**config.mk**
```make
export PLATFORM = sky130hd
export DESIGN_NAME = gate_scheduler
export DESIGN_NICKNAME = d
export VERILOG_FILES = /design/src/rtl/gate_scheduler.sv
export SDC_FILE = /design/constraint.sdc
export NUM_CORES = 1
export LEC_CHECK = 0
export CORE_MARGIN = 2
export CORE_UTILIZATION = 25
export DETAILED_ROUTE_END_ITERATION = 12
export PLACE_DENSITY_LB_ADDON = 0.2
export SYNTH_ARGS = -nofsm -noshare
export SYNTH_HDL_FRONTEND = slang
export SYNTH_SLANG_ARGS = --single-unit
```
**constraint.sdc**
```tcl
create_clock -name clk -period 2 [get_ports clk]
set_clock_uncertainty 0.1 [all_clocks]
set_input_delay 0.4 -clock clk [delete_from_list [all_inputs] [get_ports clk]]
set_output_delay 0.4 -clock clk [all_outputs]
set_load 0.1 [all_outputs]
```
**src/rtl/gate_scheduler.sv**
```systemverilog
// ============================================================================
// Module   : gate_scheduler
// Brief    : Single-gate parking lot arbiter with occupancy count and timeout.
// Revision : 1.0 - initial release
// ============================================================================
`default_nettype none

module gate_scheduler #(
  parameter int CAPACITY = 10,
  parameter int TIMEOUT  = 15
) (
  input  logic       clk,
  input  logic       reset,
  input  logic       entryReq,
  input  logic       exitReq,
  input  logic       passDone,
  input  logic       gateFault,
  output logic       entryGrant,
  output logic       exitGrant,
  output logic [3:0] occupancy,
  output logic       full,
  output logic       timeoutAlarm
);

  typedef enum logic [1:0] {
    IDLE       = 2'd0,
    ENTRY_BUSY = 2'd1,
    EXIT_BUSY  = 2'd2,
    FAULT      = 2'd3
  } state_t;

  localparam logic [3:0] C_CAP      = 4'(CAPACITY);
  localparam logic [7:0] C_TMO_LAST = 8'(TIMEOUT - 1);

  state_t     r_state;
  state_t     w_next_state;
  logic [7:0] r_timer;
  logic [7:0] w_next_timer;
  logic [3:0] r_occ;
  logic [3:0] w_next_occ;
  logic       r_last_entry;
  logic       w_next_last_entry;
  logic       r_alarm;
  logic       w_next_alarm;
  logic       r_entry_grant;
  logic       r_exit_grant;

  logic       w_full;
  logic       w_entry_ok;
  logic       w_exit_ok;
  logic       w_serving_entry;

  assign w_full          = (r_occ == C_CAP);
  assign w_entry_ok      = entryReq && !w_full;
  assign w_exit_ok       = exitReq && (r_occ != 4'd0);
  assign w_serving_entry = (r_state == ENTRY_BUSY);

  always_comb begin
    w_next_state      = r_state;
    w_next_timer      = r_timer;
    w_next_occ        = r_occ;
    w_next_last_entry = r_last_entry;
    w_next_alarm      = 1'b0;

    // A fault pre-empts completion, timeout and new grants alike.
    if (gateFault && (r_state != FAULT)) begin
      w_next_state = FAULT;
      w_next_timer = 8'd0;
    end else begin
      case (r_state)
        IDLE: begin
          w_next_timer = 8'd0;
          if (w_entry_ok && w_exit_ok) begin
            w_next_state = r_last_entry ? EXIT_BUSY : ENTRY_BUSY;
          end else if (w_entry_ok) begin
            w_next_state = ENTRY_BUSY;
          end else if (w_exit_ok) begin
            w_next_state = EXIT_BUSY;
          end
        end
        ENTRY_BUSY, EXIT_BUSY: begin
          if (passDone) begin
            w_next_state      = IDLE;
            w_next_timer      = 8'd0;
            w_next_last_entry = w_serving_entry;
            if (w_serving_entry && (r_occ < C_CAP)) begin
              w_next_occ = r_occ + 4'd1;
            end else if (!w_serving_entry && (r_occ != 4'd0)) begin
              w_next_occ = r_occ - 4'd1;
            end
          end else if (r_timer == C_TMO_LAST) begin
            w_next_state      = IDLE;
            w_next_timer      = 8'd0;
            w_next_alarm      = 1'b1;
            w_next_last_entry = w_serving_entry;
          end else begin
            w_next_timer = r_timer + 8'd1;
          end
        end
        FAULT: begin
          w_next_timer = 8'd0;
          if (!gateFault) begin
            w_next_state = IDLE;
          end
        end
        default: begin
          w_next_state = IDLE;
          w_next_timer = 8'd0;
        end
      endcase
    end
  end

  always_ff @(posedge clk) begin
    if (reset) begin
      r_state       <= IDLE;
      r_timer       <= 8'd0;
      r_occ         <= 4'd0;
      r_last_entry  <= 1'b0;
      r_alarm       <= 1'b0;
      r_entry_grant <= 1'b0;
      r_exit_grant  <= 1'b0;
    end else begin
      r_state       <= w_next_state;
      r_timer       <= w_next_timer;
      r_occ         <= w_next_occ;
      r_last_entry  <= w_next_last_entry;
      r_alarm       <= w_next_alarm;
      r_entry_grant <= (w_next_state == ENTRY_BUSY);
      r_exit_grant  <= (w_next_state == EXIT_BUSY);
    end
  end

  assign entryGrant   = r_entry_grant;
  assign exitGrant    = r_exit_grant;
  assign occupancy    = r_occ;
  assign full         = w_full;
  assign timeoutAlarm = r_alarm;

endmodule

`default_nettype wire
```
==> flow_summary.json <==
{
  "drv_cap": 0,
  "met1_usage": 0.1084,
  "wl_um": 1842,
  "initial_core_util": 0.2576,
  "swShare": 0.3137,
  "grt_pass1_wl_um": 3160,
  "irDropWorstVdd_mv": 0.3427,
  "fin_tns_setup_ns": 0,
  "overflow": 0,
  "die_area_mm2": 0.004249,
  "crit_buf_inv": 1,
  "max_freq_ghz": 0.5360,
  "clkPwrFrac": 0.291,
  "gp_congestion": 0.8178,
  "crit_chain": "inv_1 -> ha_2 -> nand2_2 -> ha_1 -> a21o_1 -> a21oi_1 -> xnor2_1 -> nand3_1 -> a21oi_1",
  "async_flop_share": 0,
  "critPathKind": "flip-flop to flip-flop",
  "pre_cts_slack_ns": 0.05350,
  "finalSetupViolations": 0,
  "track_usage": 0.09584,
  "cpMostUsedCell": "a21oi_1",
  "post_drt_wl_per_cell_um": 10.90,
  "first_global_vias": 713,
  "cpPeakStageDelay_ns": 0.33,
  "drtAntennaViolNets": 0,
  "yosysWarnings": 0,
  "vias": 760,
  "fillCellCount": 373,
  "busiest_layer": "met2",
  "period_share": 0.9329,
  "synth_edf_count": 0,
  "power_switching_w": 0.0002809,
  "crit_fanout": 4,
  "fin_total_pwr_w": 0.0008956,
  "cts_buffer_depth": 2,
  "status": "completed",
  "met3_usage": 0.03253,
  "arrival_ns": 1.95,
  "clock_sinks": 18,
  "port_buffers": 13,
  "root_buffer": "clkbuf_8",
  "hpwl_um": 1488,
  "power_density_mw_per_mm2": 710.9,
  "min_period_ns": 1.866,
  "synth-main-ff-cell": "dfxtp_1",
  "critPathTopFamily": "adder cells",
  "clk_latency_ns": 0.25,
  "fp.dieW_um": 65.19,
  "final_util": 0.3468,
  "fin_nets": 136,
  "yosysMostFrequentCell": "dfxtp_1",
  "viasPerCell": 4.497,
  "p_seq_frac": 0.441,
  "drtIter0Drc": 12,
  "io_pins": 14,
  "area_delta_synth_final_pct": 34.63,
  "cts_buffers": 3,
  "cts_tree": "built",
  "syn_area_um2": 935.9,
  "cp-start-kind": "flip-flop",
  "cp_slowest_cell": "dfxtp_2",
  "clk_pin_slew_ns": 0.07,
  "firstDrtPassIters": 4,
  "synth_cell_types": 32,
  "seq_area_frac_synth": 0.3850,
  "avgSynthCellArea_um2": 9.175,
  "fp.dieH_um": 65.19,
  "rows": 22,
  "yosysTopAreaCellShare": 0.3850,
  "intPower_w": 0.0006147,
  "syn-num-nets": 116,
  "hold_path.class": "flip-flop to flip-flop",
  "synthCells": 102,
  "synth-seq-cells": 18,
  "cts_setup_buffers": 0,
  "combinationalPowerShare": 0.268,
  "hold_viol": 0,
  "htree_levels": 1,
  "max_slew_margin": 0.7805,
  "grt_setup_unrepaired": "false",
  "coreArea_mm2": 0.003633,
  "end_kind": "flip-flop",
  "ys_top_cells_by_area": "dfxtp_1 (39%), ha_1 (9.4%), nor2_1 (6.4%), xnor2_1 (4.7%), xor2_1 (3.7%)",
  "drcViolationCount": 0,
  "drv_slew": 0,
  "power_leakage_nw": 0.4703,
  "grt_antenna_before_repair": 0,
  "crit_required_ns": 2.09,
  "grtUsageMet2": 0.1684,
  "drive_gt1_frac": 0.2479,
  "tightestPinTransition_ns": 0.3293,
  "synthTopCellsByCount": "dfxtp_1 (18), nor2_1 (16), ha_1 (7), nand2_1 (7), xnor2_1 (5)",
  "synth_top_area_cell": "dfxtp_1",
  "num_antenna_cells": 0,
  "setup_ws_ns": 0.1342,
  "grt_max_degree": 11
}
[sequential cells by signal (all words and copies together) (netlist names)]
register      flops
entryGrant        1
exitGrant         1
occupancy         4
r_last_entry      1
r_state           2
r_timer           8
timeoutAlarm      1
[final cells by class]
type | count | area, µm² | share of cell area
Clock buffer | 4 | 45.04 | 0.03575
Multi-Input combinational cell | 79 | 569.3 | 0.4518
Tap cell | 48 | 60.06 | 0.04767
Inverter | 4 | 15.01 | 0.01192
Timing Repair Buffer | 16 | 195.2 | 0.1549
Sequential cell | 18 | 375.4 | 0.2979
[power by group through the flow]
| stage | Sequential (W) | Combinational [W] | Clock, W |
|---|---|---|---|
| 2_1_floorplan | 0.000456 | 0.000111 | 0 |
| 3_3_place_gp | 0.000400 | 0.000237 | 0 |
| 3_5_place_dp | 0.000401 | 0.000241 | 0 |
| 4_1_cts | 0.000393 | 0.000242 | 0.000271 |
| 5_1_grt | 0.000397 | 0.000260 | 0.000288 |
| 6_report | 0.000395 | 0.000240 | 0.000261 |
[through the flow]
stage,std cells,hold slack [ns],instance area (µm²)
3_5_place_dp,165,0.3727,1204
5_1_grt,169,0.4169,1260
4_1_cts,169,0.3899,1249
6_report,169,0.3835,1260
3_3_place_gp,165,0.3669,1204
2_1_floorplan,102,0.3412,952.2
[metal layers]
metal	share of wire	up-vias
met5	0	-
li1	-	392
met1	0.47	351
met2	0.47	13
met3	0.047	4
met4	0.018	0
[worst paths after layout]
path,endpoint,start,slack [ns],cells after the start
max,occupancy[3],r_state[1],0.13,9
min,r_timer[0],r_timer[0],0.38,1
max reg2reg,occupancy[3],r_state[1],0.13,9
min reg2reg,r_timer[0],r_timer[0],0.38,1
[placed cells by master (no fill, tap or decap), types with 2 or more instances in the layout]
cell type,netlist,final
a21o_1,2,2
a21oi_1,4,4
a21oi_2,2,2
and4b_1,3,3
buf_12,0,5
buf_4,0,6
clkbuf_8,0,3
clkdlybuf4s50_1,0,5
dfxtp_1,18,12
dfxtp_2,0,3
dfxtp_4,0,3
ha_1,7,6
inv_1,4,4
nand2_1,7,6
nand2b_1,2,2
nand3_1,4,4
nand4_1,2,2
nor2_1,16,16
nor3b_1,2,2
o21ai_0,4,3
xnor2_1,5,5
xor2_1,4,4
[cells by family after synthesis]
logic type / share of synthesized area
adders and majority gates: 0.1150
muxes: 0.01070
AOI/OAI and AO/OA: 0.1070
xor gates and xnor gates: 0.08422
DFF: 0.3850
and+or+nand+nor: 0.2781
buffers and inverters: 0.02004
[repair_timing]
item / CTS / global route
endpoints found under the setup margin: 0 / 1
hold buffers: 0 / 0
resized for setup: 0 / 6
endpoints found under the hold margin: 0 / 0
Note: power is estimated with default switching activity, not from simulation.
